==> src/rtl/detect_pkg.sv <==
// ---------------------------------------------------------------------------
// detect_pkg
// Shared definitions for the detect_timer block: the controller state
// encoding and the default parameter values used by the top level.
// ---------------------------------------------------------------------------
package detect_pkg;

    typedef enum logic [1:0] {
        IDLE    = 2'd0,
        MEASURE = 2'd1,
        DONE    = 2'd2
    } state_t;

    localparam int CNT_W_DEFAULT      = 24;
    localparam int DEB_N_DEFAULT      = 4;
    localparam int MIN_CYCLES_DEFAULT = 16;

endpackage

==> src/rtl/detect_timer_run_qualifier.sv <==
// ---------------------------------------------------------------------------
// run_qualifier
// Counts consecutive cycles on which 'cond' is high and pulses 'done' on the
// N-th such cycle.
//
// Ports:
//   clk   - rising-edge clock
//   rst   - asynchronous active-high reset
//   clear - holds the run count at zero and suppresses 'done'
//   cond  - the qualifying condition for this cycle
//   done  - combinational pulse on the cycle the N-th consecutive qualifying
//           sample is presented, so the owner can act on that same edge
// ---------------------------------------------------------------------------
module run_qualifier #(
    parameter int N = 4
) (
    input  logic clk,
    input  logic rst,
    input  logic clear,
    input  logic cond,
    output logic done
);

    logic [3:0] count;

    // 'count' holds the number of qualifying samples already seen, so the
    // N-th one is the sample arriving while count == N-1.
    assign done = cond && !clear && (count == 4'(N - 1));

    // Any break in the run, an external clear, or a completed run starts the
    // count again from zero.
    always_ff @(posedge clk or posedge rst) begin
        if (rst) begin
            count <= 4'd0;
        end else if (clear || !cond || done) begin
            count <= 4'd0;
        end else begin
            count <= count + 4'd1;
        end
    end

endmodule

==> src/rtl/detect_timer.sv <==
// ---------------------------------------------------------------------------
// detect_timer
// Measures the length of a "black" interval bounded by a debounced start run
// and a debounced finish run, and presents the length through a valid/ready
// handshake.
//
// Parameters:
//   DEB_N      - consecutive cycles needed to qualify a start or finish run
//   MIN_CYCLES - shortest interval that is reported; shorter ones are dropped
//   CNT_W      - width of the interval counter and of result_cycles
//
// Ports:
//   clk, rst       - clock and asynchronous active-high reset
//   start_detect   - upstream black-region flag
//   finish_detect  - upstream white-region flag
//   result_ready   - consumer accepts the current result
//   result_valid   - result_cycles / result_ovf are valid
//   result_cycles  - interval length in clk cycles (saturated on overflow)
//   result_ovf     - interval was longer than the counter can hold
//   busy           - controller is not idle
//   event_count    - number of accepted results, wraps at 256
// ---------------------------------------------------------------------------
module detect_timer
    import detect_pkg::*;
#(
    parameter int DEB_N      = DEB_N_DEFAULT,
    parameter int MIN_CYCLES = MIN_CYCLES_DEFAULT,
    parameter int CNT_W      = CNT_W_DEFAULT
) (
    input  logic             clk,
    input  logic             rst,
    input  logic             start_detect,
    input  logic             finish_detect,
    input  logic             result_ready,
    output logic             result_valid,
    output logic [CNT_W-1:0] result_cycles,
    output logic             result_ovf,
    output logic             busy,
    output logic [7:0]       event_count
);

    localparam logic [CNT_W-1:0] CNT_MAX = '1;
    localparam logic [CNT_W-1:0] DEB_LEN = CNT_W'(DEB_N);
    localparam logic [CNT_W:0]   MIN_LEN = (CNT_W + 1)'(MIN_CYCLES);

    state_t           state;
    state_t           next_state;
    logic             start_cond;
    logic             finish_cond;
    logic             start_done;
    logic             finish_done;
    logic [CNT_W-1:0] cnt;
    logic             ovf;
    logic [CNT_W-1:0] snap;
    logic             snap_ovf;
    logic             fin_prev;
    logic [CNT_W-1:0] end_len;
    logic             end_ovf;
    logic             long_enough;

    // A cycle with both flags high or both low qualifies neither run.
    assign start_cond  = start_detect & ~finish_detect;
    assign finish_cond = finish_detect & ~start_detect;

    // The start qualifier only listens in IDLE and the finish qualifier only
    // in MEASURE, so activity elsewhere (notably in DONE) is ignored and each
    // run restarts from zero when its state is re-entered.
    run_qualifier #(.N(DEB_N)) u_start_qual (
        .clk   (clk),
        .rst   (rst),
        .clear (state != IDLE),
        .cond  (start_cond),
        .done  (start_done)
    );

    run_qualifier #(.N(DEB_N)) u_finish_qual (
        .clk   (clk),
        .rst   (rst),
        .clear (state != MEASURE),
        .cond  (finish_cond),
        .done  (finish_done)
    );

    // 'cnt' keeps running through the finish run, so the true interval is
    // the value captured on the first cycle of that run. When the run is a
    // single cycle long (or this is its first cycle) the live count is
    // already the answer.
    always_comb begin
        end_len = cnt;
        end_ovf = ovf;
        if (fin_prev) begin
            end_len = snap;
            end_ovf = snap_ovf;
        end
    end

    assign long_enough = ({1'b0, end_len} >= MIN_LEN);

    // State register.
    always_ff @(posedge clk or posedge rst) begin
        if (rst) begin
            state <= IDLE;
        end else begin
            state <= next_state;
        end
    end

    // Next-state logic. Short intervals go straight back to IDLE without
    // producing a result; an overflowed interval is always reported.
    always_comb begin
        next_state = state;
        case (state)
            IDLE: begin
                if (start_done) begin
                    next_state = MEASURE;
                end
            end
            MEASURE: begin
                if (finish_done) begin
                    next_state = (end_ovf || long_enough) ? DONE : IDLE;
                end
            end
            DONE: begin
                if (result_ready) begin
                    next_state = IDLE;
                end
            end
            default: next_state = IDLE;
        endcase
    end

    // Interval counter, finish-run snapshot and registered outputs. The
    // counter is preloaded with DEB_N on entry to MEASURE because the whole
    // qualifying start run belongs to the interval.
    always_ff @(posedge clk or posedge rst) begin
        if (rst) begin
            cnt           <= '0;
            ovf           <= 1'b0;
            snap          <= '0;
            snap_ovf      <= 1'b0;
            fin_prev      <= 1'b0;
            result_valid  <= 1'b0;
            result_cycles <= '0;
            result_ovf    <= 1'b0;
            busy          <= 1'b0;
            event_count   <= 8'd0;
        end else begin
            busy <= (next_state != IDLE);
            case (state)
                IDLE: begin
                    fin_prev <= 1'b0;
                    if (start_done) begin
                        cnt <= DEB_LEN;
                        ovf <= 1'b0;
                    end
                end
                MEASURE: begin
                    if (cnt == CNT_MAX) begin
                        ovf <= 1'b1;
                    end else begin
                        cnt <= cnt + 1'b1;
                    end
                    fin_prev <= finish_cond;
                    if (finish_cond && !fin_prev) begin
                        snap     <= cnt;
                        snap_ovf <= ovf;
                    end
                    if (next_state == DONE) begin
                        result_cycles <= end_len;
                        result_ovf    <= end_ovf;
                        result_valid  <= 1'b1;
                    end
                end
                DONE: begin
                    if (result_ready) begin
                        result_valid <= 1'b0;
                        event_count  <= event_count + 8'd1;
                    end
                end
                default: ;
            endcase
        end
    end

endmodule

==> config.mk <==
export PLATFORM = sky130hd
export DESIGN_NAME = detect_timer
export DESIGN_NICKNAME = d
export VERILOG_FILES = /design/src/rtl/detect_pkg.sv /design/src/rtl/detect_timer_run_qualifier.sv /design/src/rtl/detect_timer.sv
export SDC_FILE = /design/constraint.sdc
export NUM_CORES = 1
export LEC_CHECK = 0
export CELL_PAD_IN_SITES_DETAIL_PLACEMENT = 0
export CELL_PAD_IN_SITES_GLOBAL_PLACEMENT = 1
export CORE_UTILIZATION = 40
export DETAILED_ROUTE_END_ITERATION = 8
export GPL_ROUTABILITY_DRIVEN = 0
export PLACE_DENSITY = 0.81
export SYNTH_ARGS = -nofsm -noshare
export SYNTH_HDL_FRONTEND = slang
export SYNTH_SLANG_ARGS = --single-unit
==> constraint.sdc <==
create_clock -name clk -period 7.88 [get_ports clk]
set_input_delay 1.182 -clock clk [delete_from_list [all_inputs] [get_ports clk]]
set_output_delay 1.182 -clock clk [all_outputs]
set_load 0.005 [all_outputs]
==> impl_metrics.csv, run 1 <==
group,metric,value,unit
run_status,status,"completed",
logic_synthesis,synth-edff-count,0,
cts,clock_latency,0.33,ns
setup_path,slowest_delay,0.96,ns
cts,clock_sinks,96,
floorplan,die-area,12150,um^2
floorplan,fp.dieH,110.2,um
cts,cts.clk_slew.worst_paths,0.06,ns
sta,max-slew-margin-rel,20.48,%
cts,cts_resized,0,
floorplan,ios,40,
logic_synthesis,syn_nets,400,
logic_synthesis,synthArstFlopShare,100.0,%
cells_and_area,antenna_cells,0,
cts,cts_setup_buffers,0,
min_path,hold_class,"reg2reg",
sta,setup_viol,0,
floorplan,core,11420,um^2
global_route,grt_overflow,0,
sta,finalHoldViolations,0,
power_and_ir_drop,power.switching_fraction,25.65,%
logic_synthesis,synthCells,391,
routing,drc,0,
power_and_ir_drop,power.switching,328.9,uW
cells_and_area,final_cell_mix,"dfrtp_1, mux2_2, clkdlybuf4s50_1, nand2_1, nor2_1",
logic_synthesis,synth_area,4684,um^2
power_and_ir_drop,ir_drop,0.1155,mV
cells_and_area,finalNonFillerCells,572,
placed_design,placedCellCount,556,
routing,first_pass_iters,4,
setup_path,critPathArrivalTime,3.59,ns
global_route,grt_pass1_wl,16150,um
cells_and_area,n_fill_cell,1031,
global_route,antenna_found_initial,0,
sta,min_period,3.369,ns
sta,clock_skew,0.005787,ns
sta,post-route-period-util,42.76,%
cts,cts_buffers,9,
sta,maxSlewViolCount,0,
setup_path,start_kind,"primary input",
power_and_ir_drop,power_frac_comb,15.0,%
run,drv_cap,0,
logic_synthesis,yosysUniqueCellTypes,47,
placed_design,dp_hpwl,6438,um
power_and_ir_drop,clkPwrFrac,37.5,%
sta,layout_setup_ws,4.511,ns
global_route,first_global_vias,3164,
placed_design,placement.io_buffers,39,
cells_and_area,seq_area,2402,um^2
placed_design,place_ws,4.134,ns
routing,drt_iter0_markers,153,
cts,htree_levels,3,
routing,wl_per_cell,16.50,um
routing,vias,3134,
logic_synthesis,avgSynthCellArea,11.98,um^2
routing,ant_nets,0,
setup_path,path_max_fanout,27,
logic_synthesis,ys_seq_area_share,51.28,%
setup_path,required,8.10,ns
sta,fmax,296.8,MHz
sta,tightestPinTransition,1.190,ns
cts,clk_path_buf_depth,2,
cts,cts_hold_buf,0,
cells_and_area,drive_gt1_share,23.78,%
power_and_ir_drop,power.leakage,2.434,nW
cts,cts_root_buf,"clkbuf_16",
power_and_ir_drop,power_density,231.9,nW/um^2
cells_and_area,multi_input_area,2175,um^2
floorplan,start_util,41.03,%
cts,cts_tree,"done",
routing,totalWireLength,9439,um
power_and_ir_drop,p_int,953.4,uW
floorplan,core.rowCount,39,
logic_synthesis,synth_seq_cells,96,
global_route,track_usage,17.44,%
setup_path,critPathKind,"in2reg",
cells_and_area,final_common_cell,"dfrtp_1",
routing,via_per_inst,5.479,
sta,fin_tns_setup,0,ns
logic_synthesis,ys.flop_type,"dfrtp_1",
cells_and_area,area_delta_synth_final,18.06,%
setup_path,slowest_stage,"a21boi_4",
sta,rsz0062_at_grt,"no",
setup_path,cp_cell_sequence,"clkdlybuf4s50_1 > nand3b_1 > nor2_1 > a21boi_4 > mux2_2",
global_route,grt_max_degree,70,
floorplan,die_w,110.2,um
power_and_ir_drop,pwr-share-seq,47.5,%
logic_synthesis,yosys_warnings,0,
setup_path,endpoint_kind,"flip-flop",
cells_and_area,nets,433,
sta,hold_slack,0.4705,ns
-- power by group through the flow --
stage	combinational [mW]	sequential (mW)	clock, mW
3_3_place_gp	0.190	0.615	0
6_report	0.192	0.609	0.481
3_5_place_dp	0.195	0.618	0
4_1_cts	0.196	0.610	0.491
5_1_grt	0.214	0.620	0.512
2_1_floorplan	0.150	0.595	0
-- worst max-delay path, delay by kind of cell --
kind / cells / cell delay (ns)
compound gates: 1 / 0.96
buf+inv: 1 / 0.50
simple gates: 2 / 0.50
mux: 1 / 0.42
-- cell usage after synthesis, types with 5 or more instances --
master | number | area share [%]
a211oi_1 | 7 | 1.1
a21oi_1 | 14 | 1.5
and3_1 | 6 | 0.80
clkbuf_1 | 14 | 1.1
dfrtp_1 | 96 | 51
inv_1 | 5 | 0.40
mux2_2 | 57 | 14
mux2_4 | 18 | 5.8
nand2_1 | 29 | 2.3
nand3_1 | 11 | 1.2
nand4_1 | 10 | 1.3
nor2_1 | 22 | 1.8
nor4_1 | 8 | 1.1
o21ai_0 | 5 | 0.53
or4_1 | 6 | 0.96
xnor2_1 | 15 | 2.8
-- cell type report --
type	count	share of cell area (%)
multi-input cells	269	39.32
flip-flops and latches	96	43.44
well taps	143	3.235
clock buffers	14	4.955
inverters	5	0.3620
repair buffers	43	7.602
clock inverters	2	1.086
-- final timing paths --
check / from / endpoint / slack, ns / cells past startpoint
setup / recovery: finish_detect / result_cycles[17] / 4.51 / 5
hold / removal: event_count[7] / event_count[7] / 0.47 / 1
setup reg to reg: fin_prev / result_cycles[17] / 4.65 / 6
hold reg to reg: event_count[7] / event_count[7] / 0.47 / 1
max in group asynchronous: rst / cnt[8] / 5.47 / 3
min in group asynchronous: rst / result_cycles[7] / 1.18 / 2
-- registers in the layout, indices dropped and copies added, names as in the netlist, 2 cells and up --
register	flops
result_cycles	24
u_finish_qual.count	4
cnt	24
u_start_qual.count	4
snap	24
event_count	8
state	2
-- layer usage --
layer | track usage [%] | wire length (um)
met1 | 23.60 | 4451
met2 | 28.17 | 4641
met3 | 3.586 | 230
met4 | 5.451 | 116
met5 | 0 | 0
-- stage by stage --
stage | power (mW) | utilization [%] | area (um^2)
final | 1.282 | 48.43 | 5530
after global routing | 1.347 | 48.43 | 5530
after CTS | 1.296 | 48.43 | 5530
after detailed placement | 0.8125 | 45.51 | 5196
after global placement | 0.8050 | 45.51 | 5196
after floorplan | 0.7447 | - | 4684
-- cell families after synthesis --
group,after synthesis,share of synthesized area [%]
simple gates,126,14.74
flops,96,51.28
mux,78,20.11
compound gates,43,6.784
buf+inv,26,2.644
xor+xnor,18,3.366
fa+ha+maj,4,1.068
(Power assumes the default switching activity.)
==> run 2: changes to the inputs <==
Settings changed: PLACE_DENSITY 0.81 to 0.83.
Clock period 7.88 ns to 2.9 ns, I/O delays scaled along.
==> run 2 against run 1 <==
  * Power rose to 2.7 times the previous value
  * Sequential share of layout area is 0.60 points lower
  * Via count increased by 0.51%
  * Sequential cell count unchanged
  * Count of clock-buffer cells in the layout down 3
  * Critical endpoint is now result_cycles[22]
  * First-iteration DRC count down 0.65%
  * Largest cell class unchanged
  * Critical path type is now reg2reg
==> impl_metrics.csv, run 2 (synthesis gave the netlist of run 1 again) <==
group,metric,value,unit
placed_design,place_ws,0.1989,ns
run,drv_cap,0,
cells_and_area,top_regs,"cnt: 24 flops, result_cycles: 24 flops, snap: 24 flops",
cts,cts.clk_slew.worst_paths,0.06,ns
placed_design,placement.io_buffers,39,
placed_design,placedCellCount,564,
placed_design,place_area,5278,um^2
setup_path,critPathArrivalTime,2.69,ns
routing,wl_per_cell,16.75,um
sta,post-route-period-util,84.98,%
cts,cts_buffers,9,
sta,fin_tns_setup,0,ns
cts,clk_path_buf_depth,2,
setup_path,cp_cell_sequence,"buf_4 > mux2_2 > a2111oi_4 > a21boi_4 > buf_4 > mux2_4",
power_and_ir_drop,finalPower,3.480,mW
routing,vias,3150,
power_and_ir_drop,ir_drop,0.2732,mV
floorplan,start_util,41.03,%
sta,fmax,405.8,MHz
setup_path,endpoint_kind,"flip-flop",
routing,via_per_inst,5.440,
floorplan,core.rowCount,39,
sta,setup_viol,0,
setup_path,critPathTopFamily,"multiplexers",
sta,min_period,2.465,ns
cts,cts_tree,"done",
setup_path,critPathKind,"reg2reg",
floorplan,ios,40,
cts,cts_setup_buffers,0,
global_route,grt_pass1_wl,16410,um
sta,tightestPinTransition,0.7892,ns
setup_path,start_kind,"flip-flop",
power_and_ir_drop,power.leakage,2.478,nW
cts,htree_levels,3,
floorplan,core,11420,um^2
routing,drc,0,
routing,first_pass_iters,5,
global_route,antenna_found_initial,0,
cts,clock_latency,0.34,ns
setup_path,path_max_fanout,12,
sta,maxSlewViolCount,0,
cts,clock_sinks,96,
setup_path,slowest_stage,"dfrtp_1",
sta,rsz0062_at_grt,"no",
global_route,first_global_vias,3282,
cts,cts_root_buf,"clkbuf_16",
floorplan,fp.dieH,110.2,um
floorplan,die-area,12150,um^2
cells_and_area,antenna_cells,0,
floorplan,die_w,110.2,um
global_route,grt_overflow,0,
global_route,grt_max_degree,85,
routing,ant_nets,0,
routing,totalWireLength,9696,um
setup_path,required,3.12,ns
sta,clock_skew,0.006713,ns
cells_and_area,nets,441,
cells_and_area,design_area,5608,um^2
placed_design,dp_hpwl,6698,um
sta,finalHoldViolations,0,
cells_and_area,final_cell_mix,"dfrtp_1, mux2_2, clkdlybuf4s50_1, nand2_1, nor2_1",
cts,cts_resized,0,
min_path,hold_class,"in2async",
cells_and_area,area_delta_synth_final,19.71,%
cts,cts_hold_buf,0,
cells_and_area,drive_gt1_share,25.23,%
setup_path,path_buf_inv,2,
cells_and_area,final_common_cell,"dfrtp_1",
power_and_ir_drop,power_density,620.6,nW/um^2
global_route,track_usage,17.84,%
run_status,status,"completed",
sta,layout_setup_ws,0.4355,ns
setup_path,crit_top_cell,"buf_4",
setup_path,slowest_delay,0.56,ns
routing,drt_iter0_markers,152,
sta,max-slew-margin-rel,47.39,%
cells_and_area,finalNonFillerCells,579,
==> run 2: changes by cell type in the layout (fill, tap and decap cells not counted) <==
cell	delta
buf_4	+6
buf_12	+2
clkbuf_1	-2
clkinv_4	+2
clkbuf_8	-1
clkinv_2	-1
clkinvlp_4	+1
nor4_1	+1
nor4_2	-1
==> run 2: worst reg2reg max path, delay by kind of cell, from the launching register on <==
kind	cells	cell delay (ns)
compound gates	2	0.57
flops	1	0.56
buf+inv	2	0.50
mux	2	0.72
==> run 2: layout make-up <==
type / instances / area, um^2
Sequential cell: 96 / 2402
Fill cell: 1038 / 5811
Multi-Input combinational cell: 269 / 2168
Timing Repair Buffer: 51 / 505.5
Clock buffer: 11 / 252.7
Tap cell: 143 / 178.9
Clock inverter: 4 / 77.57
Inverter: 5 / 22.52
==> run 2: power breakdown <==
part	total, mW	switching (mW)	internal [mW]
sequential	1.65	0.176	1.48
combinational	0.534	0.243	0.291
clock	1.29	0.492	0.801
==> run 2: per-layer routing <==
layer  global-route usage (%)  vias to the layer above  wire (um)
met5                        0                        -          0
met4                    6.673                        0        154
met3                    2.822                       12        219
met2                    29.64                       50       4755
met1                    23.54                     1581       4567
li1                         -                     1507          -
==> run 2: final timing paths <==
path	cells after the start	end	slack, ns	startpoint
worst min register to register	1	u_finish_qual.count[0]	0.48	u_finish_qual.count[0]
worst max register to register	6	result_cycles[22]	0.44	fin_prev
worst min-delay path	2	event_count[3]	0.41	rst
min in group clk	1	u_finish_qual.count[0]	0.48	u_finish_qual.count[0]
max in group asynchronous	3	result_cycles[15]	1.77	rst
worst max-delay path	6	result_cycles[22]	0.44	fin_prev
==> run 2: metrics by stage <==
step / hold slack (ns) / util (%)
after CTS: 0.4156 / 49.11
after detailed placement: 0.4752 / 46.22
after global routing: 0.4287 / 49.11
after global placement: 0.4472 / 46.22
final: 0.4096 / 49.11
after floorplan: 0.4387 / -
